==> config.mk <==
export PLATFORM = sky130hd
export DESIGN_NAME = rgbw_frame_tx
export DESIGN_NICKNAME = d
export VERILOG_FILES = /design/src/rtl/rgbw_frame_tx.sv
export SDC_FILE = /design/constraint.sdc
export NUM_CORES = 1
export LEC_CHECK = 0
export CAP_MARGIN = 20
export CORE_MARGIN = 8
export CORE_UTILIZATION = 45
export CTS_BUF_LIST = sky130_fd_sc_hd__clkbuf_8
export DETAILED_ROUTE_END_ITERATION = 10
export GPL_TIMING_DRIVEN = 0
export HOLD_SLACK_MARGIN = 0.08
export PLACE_DENSITY = 0.78
export SYNTH_ARGS = -nofsm -noshare
export SYNTH_HDL_FRONTEND = slang
export SYNTH_SLANG_ARGS = --single-unit
==> constraint.sdc <==
create_clock -name clk -period 2.28 [get_ports clk]
set_input_delay 0.342 -clock clk [delete_from_list [all_inputs] [get_ports clk]]
set_output_delay 0.342 -clock clk [all_outputs]
set_load 0.005 [all_outputs]
==> src/rtl/rgbw_frame_tx.sv <==
// rtl/rgbw_frame_tx.sv - SPI mode-0 master sending one 8-byte RGBW control frame
// Frame: SYNC_BYTE, lint, colorIdx, red, green, blue, white, mode; MSB first.
module rgbw_frame_tx #(
   parameter int         CLK_DIV   = 2,
   parameter int         BYTE_GAP  = 1,
   parameter logic [7:0] SYNC_BYTE = 8'h55
) (
   input  logic       clk,
   input  logic       reset,
   input  logic       start,
   input  logic [7:0] lint_in,
   input  logic [7:0] colorIdx_in,
   input  logic [7:0] red_in,
   input  logic [7:0] green_in,
   input  logic [7:0] blue_in,
   input  logic [7:0] white_in,
   input  logic [7:0] mode_in,
   output logic       sclk,
   output logic       mosi,
   output logic       cs_n,
   output logic       busy,
   output logic       done
);

   localparam int DIV_W = (CLK_DIV > 1) ? $clog2(CLK_DIV) : 1;
   localparam int GAP_W = (BYTE_GAP > 1) ? $clog2(BYTE_GAP) : 1;
   localparam logic [DIV_W-1:0] DIV_LAST = DIV_W'(CLK_DIV - 1);
   localparam logic [GAP_W-1:0] GAP_LAST = GAP_W'(BYTE_GAP - 1);

   localparam logic [2:0] IDLE  = 3'd0;
   localparam logic [2:0] SETUP = 3'd1;
   localparam logic [2:0] SHIFT = 3'd2;
   localparam logic [2:0] GAP   = 3'd3;
   localparam logic [2:0] HOLD  = 3'd4;

   logic [2:0]       state;
   logic [DIV_W-1:0] div_cnt;
   logic [GAP_W-1:0] gap_cnt;
   logic [2:0]       byte_idx;
   logic [2:0]       bit_idx;
   logic [2:0]       bit_prev;
   logic [2:0]       byte_next;
   logic [7:0]       frame_buf [8];
   logic             tick;
   logic             accept;

   assign tick   = (div_cnt == DIV_LAST);
   assign accept = (state == IDLE) && start;

   always_comb begin
      bit_prev  = bit_idx - 3'd1;
      byte_next = byte_idx + 3'd1;
   end

   // Snapshot so that input changes during a frame never reach the wire.
   always_ff @(posedge clk) begin
      if (accept && !reset) begin
         frame_buf[0] <= SYNC_BYTE;
         frame_buf[1] <= lint_in;
         frame_buf[2] <= colorIdx_in;
         frame_buf[3] <= red_in;
         frame_buf[4] <= green_in;
         frame_buf[5] <= blue_in;
         frame_buf[6] <= white_in;
         frame_buf[7] <= mode_in;
      end
   end

   always_ff @(posedge clk) begin
      if (reset) begin
         state    <= IDLE;
         div_cnt  <= '0;
         gap_cnt  <= '0;
         byte_idx <= '0;
         bit_idx  <= '0;
         sclk     <= 1'b0;
         mosi     <= 1'b0;
         cs_n     <= 1'b1;
         busy     <= 1'b0;
         done     <= 1'b0;
      end else begin
         done <= 1'b0;
         // Wrapping on every tick also clears the divider on each state entry.
         if (state != IDLE) begin
            div_cnt <= tick ? '0 : div_cnt + 1'b1;
         end
         case (state)
            IDLE: begin
               div_cnt <= '0;
               if (start) begin
                  state    <= SETUP;
                  cs_n     <= 1'b0;
                  busy     <= 1'b1;
                  mosi     <= SYNC_BYTE[7];
                  byte_idx <= 3'd0;
                  bit_idx  <= 3'd7;
                  gap_cnt  <= '0;
               end
            end
            SETUP: begin
               if (tick) state <= SHIFT;
            end
            SHIFT: begin
               if (tick) begin
                  if (!sclk) begin
                     sclk <= 1'b1;
                  end else begin
                     sclk <= 1'b0;
                     if (bit_idx != 3'd0) begin
                        bit_idx <= bit_prev;
                        mosi    <= frame_buf[byte_idx][bit_prev];
                     end else if (byte_idx == 3'd7) begin
                        state <= HOLD;
                     end else begin
                        byte_idx <= byte_next;
                        bit_idx  <= 3'd7;
                        mosi     <= frame_buf[byte_next][7];
                        if (BYTE_GAP != 0) begin
                           state   <= GAP;
                           gap_cnt <= '0;
                        end
                     end
                  end
               end
            end
            GAP: begin
               if (tick) begin
                  if (gap_cnt == GAP_LAST) state <= SHIFT;
                  else gap_cnt <= gap_cnt + 1'b1;
               end
            end
            HOLD: begin
               if (tick) begin
                  state <= IDLE;
                  cs_n  <= 1'b1;
                  busy  <= 1'b0;
                  done  <= 1'b1;
                  mosi  <= 1'b0;
               end
            end
            default: begin
               state <= IDLE;
               sclk  <= 1'b0;
               mosi  <= 1'b0;
               cs_n  <= 1'b1;
               busy  <= 1'b0;
            end
         endcase
      end
   end

endmodule

Word level (Yosys, flattened, before mapping)
Memory sizes are Yosys's and may differ from the RTL's. A register that Yosys moved wholly into a read port is not among the register bits.
Cells that the tools add are included.
{"block": "op_classes", "add_sub_neg": 4, "n_mul": 0, "n_div": 0, "n_lt_le_gt_ge": 1, "eq_ne": 15, "n_shift": 0, "mux": 51, "bitwise_logic": 4, "reduce_logical": 20}
{"cell": "$mux W3", "count": 21}
{"cell": "$mux W1", "count": 21}
{"cell": "$ne A2 B2 Y1 const B", "count": 9}
{"cell": "$pmux W3 S5", "count": 1}
{"cell": "$pmux W3 S2", "count": 2}
{"cell": "$reduce_and A6 Y1", "count": 2}
{"cell": "$pmux W1 S3", "count": 3}
{"cell": "$reduce_bool A3 Y1", "count": 3}
{"cell": "$reduce_and A8 Y1", "count": 1}
{"cell": "$reduce_and A7 Y1", "count": 1}
{"cell": "$eq A3 B2 Y1 const B", "count": 2}
{"cell": "$eq A3 B3 Y1 const B", "count": 2}
{"cell": "$reduce_or A2 Y1", "count": 3}
{"cell": "$reduce_and A5 Y1", "count": 1}
{"cell": "$lt A3 B4 Y1 const B", "count": 1}
{"cell": "$not A1 Y1", "count": 4}
{"cell": "$pmux W1 S4", "count": 1}
{"cell": "$reduce_or A4 Y1", "count": 1}
{"cell": "$add A3 B1 Y3 const B", "count": 1}
{"cell": "$bmux W1 S3", "count": 1}
{"cell": "$eq A3 B1 Y1 const B", "count": 1}
{"cell": "$logic_not A3 Y1", "count": 1}
{"cell": "$ne A3 B3 Y1 const B", "count": 1}
{"cell": "$reduce_and A3 Y1", "count": 1}
{"cell": "other kinds (8)", "count": 10}
{"block": "word_totals", "regBits": 16, "latchBits": 0, "ram_bits": 64, "rom_bits": 0, "input_bits": 59, "out_inout_bits": 5, "word_cells": 106, "memories": 1}
{"memory": "frame_buf", "depth": 8, "width": 8, "rd": 2, "rd_ports_with_merged_regs": 1, "write_ports": 8, "line": "43", "rtl": "logic [7:0] frame_buf [8];"}

Longest topological paths before layout
{"block": "depth", "word_depth": 8, "mapped_depth": 8, "depth_no_buf": 7}

Least setup slack after synthesis
OpenSTA, ideal clock, no wires.
{"block": "synth_timing", "path_kind": "register to register", "start": "register state[0]", "end": "memory frame_buf[1][0] (enable)", "arrival_time_ns": 2.091, "setup_slack_ns": -0.230, "stages_incl_launch_ff": 4, "path_buffers": 1, "synth_period_minus_slack_ns": 2.510, "path_cell_list": "dfxtp_1 -> clkbuf_8 -> nor2_1 -> and4_1"}
{"element": "from (decl)", "line": "36", "rtl": "logic [2:0] state;"}
{"element": "from (signal assigned)", "line": "71", "rtl": "state <= IDLE;"}
{"element": "from (signal assigned)", "line": "91", "rtl": "state <= SETUP;"}
{"element": "from (signal assigned)", "line": "101", "rtl": "if (tick) state <= SHIFT;"}
{"element": "to (decl)", "line": "43"}

Worst setup path in the final report
{"block": "layout_timing", "start": "register byte_idx[0]", "end": "register mosi"}
{"block": "layout_via", "elab_chain_cells": 7, "elab_cells_between_ends": 10}
{"element": "from (decl)", "line": "39", "rtl": "logic [2:0] byte_idx;"}
{"element": "from (signal assigned)", "line": "115", "rtl": "byte_idx <= byte_next;"}
{"element": "$add A3 B1 Y3", "line": "52", "rtl": "byte_next = byte_idx + 3'd1;"}
{"element": "$mem_v2 Z8 W8"}
{"element": "$mux W1", "line": "112", "rtl": "end else if (byte_idx == 3'd7) begin"}
{"element": "$mux W1", "line": "109", "rtl": "if (bit_idx != 3'd0) begin"}
{"element": "$mux W1", "line": "105", "rtl": "if (!sclk) begin"}
{"element": "$mux W1", "line": "104", "rtl": "if (tick) begin"}
{"element": "$pmux W1 S4", "line": "87", "rtl": "case (state)"}
{"element": "to (signal assigned)", "line": "94", "rtl": "mosi <= SYNC_BYTE[7];"}
{"element": "to (signal assigned)", "line": "111", "rtl": "mosi <= frame_buf[byte_idx][bit_prev];"}
{"element": "to (signal assigned)", "line": "117", "rtl": "mosi <= frame_buf[byte_next][7];"}
{"element": "to (decl)", "line": "19", "rtl": "output logic mosi,"}
Parallel ways exist; a longest one is shown, timed or not. The select of a mux whose other input is x is not followed.
A chain may end at the register's enable or synchronous reset.

==> results.cfg <==
[status]
outcome = finished clean

[cts]
clk_pin_slew_ns = 0.07
cts_buffer_depth = 2
tritoncts = done
cts_max_level = 3
ctsHoldBuffers = 0
numCtsBuffers = 9
cts.sinks = 74
root_buffer = clkbuf_8
clkLatencyLatePin_ns = 0.33

[floorplan]
initial_utilization = 0.467
rows = 30
coreArea_sq_um = 6790
dieArea_sq_um = 9990
die_h_um = 100
die_w_um = 100
io_pins = 64

[sta]
fin_setup_tns_ns = 0
worst_pin_slew_ns = 0.521
rsz0062_at_grt = no
clock.fmax_mhz = 473
hold_ws_ns = 0.487
final-hold-violation-count = 0
setup_viol = 0
relSlewSlack = 0.653
report.final.slew_viol_count = 0
period_minus_slack_ns = 2.11
setup_ws_ns = 0.168
fin_skew_ns = 0.00649
min_period_over_period = 0.926

[finish]
regArea_sq_um = 2040
num-nets-final = 360
area_growth_pct = 30.9
utilization = 0.611
stdcell_area_sq_um = 4150
diodes = 0
stdcell_count = 398
drive_gt1_frac = 0.142
multiInputGateArea_sq_um = 1030
n_fill_cell = 546

[synthesis]
avgSynthCellArea_sq_um = 14.2
synth_top_area_frac = 0.530
seq_area_frac_synth = 0.644
synth.most_common_cell = edfxtp_1
synth_nets = 287
ys.warnings.count = 0
synth_edf_count = 56
synth_async_sr_flop_share = 0
ys.flop_type = edfxtp_1
synth_area_leaders = edfxtp_1, dfxtp_1, mux4_2
yosys.area.top_type = edfxtp_1
synth_common_cells = edfxtp_1, dfxtp_1, nor2_1
syn_inst = 224
yosysUniqueCellTypes = 46
synth_seq_cells = 74
netlist_area_sq_um = 3170

[power]
pwr-share-comb = 0.154
pwr-share-seq = 0.510
share_clk_of_total_power = 0.336
p_int_mw = 2.43
p_sw_frac = 0.233
power_density_nw_per_um2 = 763
leakagePower_nw = 1.42
vdd_ir_drop_max_v = 0.000582
p_total_mw = 3.17
p_sw_mw = 0.739

[placed_design]
globalplace.congestion = 0.815
portBuffers = 63
place_ws_ns = -0.0619
place_area_sq_um = 3940
place_inst = 384
dp_hpwl_um = 4770

[worst_setup_path]
reg2regPathDepth = 7
cp-start-kind = flop
crit_arrival_ns = 2.37
crit_path_end_kind = flop
reg2reg_setup_slack_ns = 0.17
timing.rr.start = byte_idx[0]
worst-path-max-fanout = 5
criticalPathCategory = reg -> reg
startpoint = byte_idx[0]
cp.required_ns = 2.53
worstReg2RegEnd = mosi
cp-endpoint = mosi

[routing]
drcViolationCount = 0
drt-wirelength-per-cell_um = 16.1
first_iter_violations = 85
first_pass_iters = 4
via_per_inst = 5.26
antenna_left = 0
vias = 2092
drt-total-wl_um = 6410

[hold_path]
hold_class = reg -> reg
worstHoldStart = bit_idx[1]
hold-path-cell-count = 2

[global_route]
antenna_found_initial = 0
grt_max_degree = 46
grt_pass1_vias = 2264
track_usage = 0.135
grt_pass1_wl_um = 10500
grt-ovfl-total = 0

[run]
cap_viol_max_count = 0
## cells in the final DEF (no fill, tap or decap), drive strengths merged, types with 3 or more instances in the layout
master	instances
a21oi	13
ha	4
mux2i	12
mux2	3
inv	11
nand2	10
buf	5
nor2b	3
a211o	4
clkdlybuf4s50	63
a41oi	3
nand2b	3
nand3	3
mux4	9
clkinv	3
clkbuf	15
edfxtp	56
dfxtp	18
nor3	3
a221oi	3
o311ai	3
o21ai	6
a31oi	3
nor2	16
## cells by family after synthesis
group,Yosys count,share of synthesized area
AO/OA/AOI/OAI,42,0.0947
XOR/XNOR,1,0.00276
adder cells (fa/ha/maj),4,0.0158
buffers and inverters,21,0.0312
flip-flops,74,0.644
multiplexers,24,0.112
AND/OR/NAND/NOR,58,0.0994
## how the worst min path moves through the flow
stage,slack (ns),end
finish,0.49,bit_idx[1]
global route,0.50,bit_idx[1]
CTS,0.49,bit_idx[1]
detailed placement,0.47,bit_idx[1]
global placement,0.46,bit_idx[1]
floorplan,0.41,bit_idx[2]
## state kept, by name (all words and copies together) (netlist names), named ones only
| signal | flops |
|---|---|
| mosi | 1 |
| cs_n | 1 |
| state | 3 |
| byte_idx | 3 |
| bit_idx | 3 |
| done | 1 |
| frame_buf | 56 |
| div_cnt | 1 |
| sclk | 1 |
| busy | 1 |
## cell type report
class                   instances  share of cell area
plain buffers                  10              0.0151
inverters                       9             0.00814
multi-input cells             129               0.249
well taps                      96              0.0289
clock buffers                   9              0.0298
clock inverters                 7              0.0208
flip-flops and latches         74               0.492
repair buffers                 64               0.157
## worst max-delay path, cell delays in order (launching register included)
cell      delay, ns
dfxtp_1        0.35
ha_1           0.21
ha_1           0.36
mux2i_1        0.15
mux4_2         0.49
a21oi_1        0.17
o221ai_1       0.15
a41oi_1        0.17
## power groups by stage
stage          sequential [mW]  clock (mW)  combinational (mW)
6_report                  1.61        1.06               0.489
3_5_place_dp              1.64           0               0.493
2_1_floorplan             1.63           0               0.292
3_3_place_gp              1.63           0               0.473
4_1_cts                   1.61        1.08               0.496
5_1_grt                   1.63        1.14               0.537
## timing repair
item / 4_1_cts / 5_1_grt
buffers inserted: 0 / 0
setup endpoints to repair: 0 / 2
gates resized for setup: 0 / 3
## routing by layer
| metal | vias to the layer above | global-route usage | wire, um | part of all wire |
|---|---|---|---|---|
| met5 | - | 0 | 0 | 0 |
| li1 | 1011 | - | - | - |
| met3 | 9 | 0.0540 | 427 | 0.067 |
| met1 | 1001 | 0.157 | 2810 | 0.44 |
| met4 | 0 | 0.0454 | 100 | 0.016 |
| met2 | 71 | 0.219 | 3070 | 0.48 |
No activity file was read; power rests on OpenSTA's default activity.
